<file path="src/rtl/chan_scan_mux.sv">
// chan_scan_mux: registered N-channel by WIDTH-bit selector.
// Manual select via sel, or auto-scan over chan_en with DWELL cycles per channel.
//
// Ports:
//   clk       rising-edge clock
//   rst_n     async active-low reset
//   in_bus    N*WIDTH packed channels, channel k at [k*WIDTH +: WIDTH]
//   sel       manual channel select
//   mode      0 = manual, 1 = scan
//   hold      freeze all state, suppress out_valid
//   chan_en   scan-mode channel enable mask
//   out       registered selected channel data
//   out_ch    channel currently driving out
//   out_valid one-cycle pulse on channel change or mode entry
//   sel_err   last manual sel was out of range
module chan_scan_mux #(
  parameter int WIDTH = 1,
  parameter int N = 8,
  parameter int DWELL = 4,
  localparam int SELW = (N > 1) ? $clog2(N) : 1
) (
  input  logic               clk,
  input  logic               rst_n,
  input  logic [N*WIDTH-1:0] in_bus,
  input  logic [SELW-1:0]    sel,
  input  logic               mode,
  input  logic               hold,
  input  logic [N-1:0]       chan_en,
  output logic [WIDTH-1:0]   out,
  output logic [SELW-1:0]    out_ch,
  output logic               out_valid,
  output logic               sel_err
);

  localparam int CW = (DWELL > 1) ? $clog2(DWELL) : 1;
  localparam int NCH = 2 ** SELW;

  typedef enum logic [1:0] {
    IDLE,
    MANUAL,
    SCAN
  } state_t;

  state_t state, state_n;

  logic [CW-1:0]    dwell_cnt, cnt_n;
  logic [SELW-1:0]  ch_n, nxt, cand;
  logic [WIDTH-1:0] out_n;
  logic             vld_n, err_n;
  logic             entry, sel_ok, any_en, cnt_last;

  // Channels padded to a power of two so any SELW index is in range.
  logic [WIDTH-1:0] chans [NCH];
  logic [NCH-1:0]   en_x;

  for (genvar k = 0; k < NCH; k++) begin : g_ch
    if (k < N) begin : g_on
      assign chans[k] = in_bus[k*WIDTH +: WIDTH];
    end else begin : g_off
      assign chans[k] = '0;
    end
  end

  assign en_x     = NCH'(chan_en);
  assign sel_ok   = ({1'b0, sel} < (SELW+1)'(N));
  assign any_en   = |chan_en;
  assign cnt_last = (dwell_cnt == CW'(DWELL - 1));

  // Next enabled channel above out_ch with wrap.
  // Walking down means the nearest candidate is assigned last.
  // Falls back to out_ch when no other channel is enabled.
  always_comb begin
    nxt  = out_ch;
    cand = '0;
    for (int i = N - 1; i >= 1; i--) begin
      cand = SELW'((int'(out_ch) + i) % N);
      if (en_x[cand]) nxt = cand;
    end
  end

  always_comb begin
    state_n = state;
    ch_n    = out_ch;
    cnt_n   = dwell_cnt;
    err_n   = sel_err;
    vld_n   = 1'b0;
    out_n   = out;
    entry   = 1'b0;
    if (!hold) begin
      state_n = mode ? SCAN : MANUAL;
      entry   = (state_n != state);
      unique case (1'b1)
        (state_n == MANUAL): begin
          cnt_n = '0;
          if (sel_ok) begin
            ch_n  = sel;
            err_n = 1'b0;
            vld_n = entry | (sel != out_ch);
          end else begin
            err_n = 1'b1;
            vld_n = entry;
          end
        end
        (state_n == SCAN): begin
          err_n = 1'b0;
          if (entry) begin
            cnt_n = '0;
            vld_n = 1'b1;
            if (!en_x[out_ch]) ch_n = nxt;
          end else if (!any_en) begin
            cnt_n = '0;
          end else if (cnt_last) begin
            cnt_n = '0;
            ch_n  = nxt;
            vld_n = (nxt != out_ch);
          end else begin
            cnt_n = dwell_cnt + CW'(1);
          end
        end
        default: begin
          state_n = IDLE;
        end
      endcase
      out_n = chans[ch_n];
    end
  end

  always_ff @(posedge clk or negedge rst_n) begin
    if (!rst_n) begin
      state     <= IDLE;
      out       <= '0;
      out_ch    <= '0;
      out_valid <= 1'b0;
      sel_err   <= 1'b0;
      dwell_cnt <= '0;
    end else begin
      state     <= state_n;
      out       <= out_n;
      out_ch    <= ch_n;
      out_valid <= vld_n;
      sel_err   <= err_n;
      dwell_cnt <= cnt_n;
    end
  end

endmodule

</file>
<file path="config.mk">
export PLATFORM = sky130hd
export DESIGN_NAME = chan_scan_mux
export DESIGN_NICKNAME = d
export VERILOG_FILES = /design/src/rtl/chan_scan_mux.sv
export SDC_FILE = /design/constraint.sdc
export NUM_CORES = 1
export LEC_CHECK = 0
export ABC_AREA = 1
export CAP_MARGIN = 20
export CORE_MARGIN = 1
export CORE_UTILIZATION = 53
export CTS_CLUSTER_SIZE = 30
export DETAILED_ROUTE_END_ITERATION = 8
export HOLD_SLACK_MARGIN = 0.06
export PLACE_DENSITY = 0.85
export REMOVE_ABC_BUFFERS = 1
export SLEW_MARGIN = 20
export SYNTH_ARGS = -nofsm -noshare
export SYNTH_HDL_FRONTEND = slang
export SYNTH_SLANG_ARGS = --single-unit
export TNS_END_PERCENT = 50
</file>
<file path="constraint.sdc">
create_clock -name clk -period 7.2 [get_ports clk]
set_input_delay 1.08 -clock clk [delete_from_list [all_inputs] [get_ports clk]]
set_output_delay 1.08 -clock clk [all_outputs]
set_load 0.005 [all_outputs]
</file>
==> flow_metrics.tcl <==
set metrics [dict create \
    postCtsSetupRepairBufs 0 \
    maxCapViolCount 0 \
    hold_buffers 0 \
    final_util 0.664 \
    rrSetupSlack_ps 3800 \
    root_buffer "clkbuf_4" \
    dieArea_sq_um 2860 \
    die_w_microns 53.4 \
    grt_overflow 0 \
    critPathSlowestCell "dfrtp_1" \
    critPathLaunch "out_ch[0]$_DFFE_PN0N_" \
    via_per_inst 5.23 \
    hold_class "reg2reg" \
    vdd_drop_max_v 0.000189 \
    cp-end-kind "register" \
    cts_tree "yes" \
    core_area_sq_um 2500 \
    finClkSkew_ps 3.54 \
    reg2reg_to "out$_DFFE_PN0N_" \
    drt-total-wl_microns 3200 \
    crit_arrival_ps 3540 \
    slowest_delay_ps 880 \
    num-nets-final 290 \
    diodes 0 \
    fillers 244 \
    gp_congestion 0.869 \
    start_util 0.561 \
    drtIter0Drc 49 \
    ys_types 34 \
    path_max_fanout 20 \
    clk_pin_slew_ps 50 \
    slew_headroom 0.448 \
    grt_pass1_vias 1334 \
    netlist.area_leader.share 0.225 \
    synth-edff-count 0 \
    grt_max_degree 21 \
    final-hold-violation-count 0 \
    grt_antenna_before_repair 0 \
    cts_made_buffers 3 \
    pin_count 29 \
    antenna_left 0 \
    clock_path_buffers 2 \
    worstMarginPinSlew_ps 827 \
    ys_seq_area_frac 0.161 \
    status "finished clean" \
    grt_pass1_wl_microns 5460 \
    drive_above_1_share 0.0989 \
    ys.flop_type "dfrtp_1" \
    worstReg2RegStart "out_ch[0]$_DFFE_PN0N_" \
    setup_violations 0 \
    syn_avg_cell_area_sq_um 5.82 \
    crit_end "out$_DFFE_PN0N_" \
    required_ps 7350 \
    tns_ps 0 \
    rsz0062_at_grt "no" \
    post-place-cells 289 \
    min_period_ps 3400 \
    p_sw_frac 0.544 \
    synthCells 241 \
    die_h_microns 53.4 \
    internal-power_mw 0.216 \
    placementRows 18 \
    num_vias 1531 \
    drc 0 \
    min_period_over_period 0.472 \
    synth_seq_cells 9 \
    first_pass_iters 5 \
    critical_path_class "reg2reg" \
    cpMostUsedCell "nand2_1" \
    min_from "out$_DFFE_PN0N_" \
    yosysMostFrequentCell "nand2_1" \
    grt_util_all_layers 0.260 \
    synth_top_area_cell "nand2_1" \
    rr_worst_depth 28 \
    htreeDepth 1 \
    power_leakage_nw 0.881 \
    seqPwrFrac 0.170 \
    ys_top_cells_by_count "84 x nand2_1, 32 x inv_1, 27 x nand3_1" \
    clock_latency_ps 250 \
    comb_power_share 0.753 \
    drv_slew 0 \
    clock_sinks 9 \
    fin_cells 293 \
    syn2layout_area_growth_pct 18.3 \
    syn_area_sq_um 1400 \
    fin_hold_ws_ps 489 \
    fmax_mhz 294 \
    synth_area_leaders "nand2_1 22%, dfrtp_1 16%, nand3_1 9.6%, inv_1 8.6%, nand3_2 4.3%" \
    wl_per_cell_microns 10.9 \
    async_flop_share 1.00 \
    start_kind "register" \
    netSwitchingPower_mw 0.257 \
    pwr_density_cell_nw_per_um2 285 \
    clkPwrFrac 0.077 \
    numPortBuffers 27 \
    ctsResizeCount 0 \
    yosysWarnings 0 \
    place_hpwl_microns 2650 \
]
[layout make-up]
class                   instances  area, sq um  share of cell area
flip-flops and latches          9          225               0.136
multi-input cells             185          950               0.572
repair buffers                 27          270               0.163
inverters                      38          150              0.0905
well taps                      30         37.5              0.0226
clock buffers                   4         26.3              0.0158
[power by group through the flow]
stage | Sequential (mW) | Clock, mW | Combinational [mW]
after floorplan | 0.0765 | 0 | 0.275
after detailed placement | 0.0806 | 0 | 0.354
after global placement | 0.0807 | 0 | 0.346
after CTS | 0.0800 | 0.0380 | 0.355
final | 0.0803 | 0.0363 | 0.356
after global routing | 0.0828 | 0.0407 | 0.408
[metrics by stage]
| step | area [sq um] | setup WS (ps) | power, mW |
|---|---|---|---|
| floorplan | 1330 | 4280 | 0.351 |
| global placement | 1630 | 3690 | 0.427 |
| detailed placement | 1630 | 3640 | 0.435 |
| CTS | 1660 | 3810 | 0.473 |
| global route | 1660 | 3360 | 0.531 |
| finish | 1660 | 3800 | 0.473 |
[critical path, delay by kind of cell (launching register included)]
kind | cells | cell delay (ps)
adder cells (fa/ha/maj) | 1 | 460
AND/OR/NAND/NOR | 25 | 1650
flip-flops | 1 | 880
buffers and inverters | 2 | 280
[worst min path at each step]
stage	slack (ps)	to	cells past startpoint
floorplan	460	dwell_cnt[1]$_DFFE_PN0N_	2
global placement	470	out$_DFFE_PN0N_	2
detailed placement	460	out$_DFFE_PN0N_	2
CTS	500	dwell_cnt[0]$_DFFE_PN0N_	1
global route	530	dwell_cnt[0]$_DFFE_PN0N_	1
finish	490	out$_DFFE_PN0N_	2
[registers in the layout (all words and copies together) (netlist names)]
name	count
out_ch	3
out	1
dwell_cnt	2
out_valid	1
state	2
[cells by family (layout without fill, tap and decap cells)]
group | Yosys count | count (layout) | synth area share
AOI/OAI and AO/OA | 36 | 36 | 0.150
xor gates and xnor gates | 6 | 6 | 0.0375
adders and majority gates | 3 | 3 | 0.0268
buffers and inverters | 47 | 69 | 0.162
DFF | 9 | 9 | 0.161
other | 1 | 1 | 0.00267
and+or+nand+nor | 139 | 139 | 0.460
[layout by cell type, fill, tap and decap left out, drive strengths merged, types with 2 or more instances in the layout]
| cell | n |
|---|---|
| a21oi | 11 |
| a31oi | 3 |
| clkbuf | 4 |
| clkdlybuf4s50 | 27 |
| dfrtp | 9 |
| ha | 3 |
| inv | 37 |
| nand2 | 92 |
| nand3 | 34 |
| nand3b | 2 |
| nor2 | 8 |
| o211ai | 2 |
| o21ai | 17 |
| xor2 | 6 |
[layer usage]
| layer | up-vias | track usage | wire length, microns | share of wire |
|---|---|---|---|---|
| li1 | 818 | - | - | - |
| met1 | 669 | 0.331 | 1550 | 0.48 |
| met2 | 38 | 0.450 | 1500 | 0.47 |
| met3 | 6 | 0.00862 | 105 | 0.033 |
| met4 | 0 | 0.110 | 53 | 0.017 |
| met5 | - | 0 | 0 | 0 |
(Power assumes the default switching activity.)
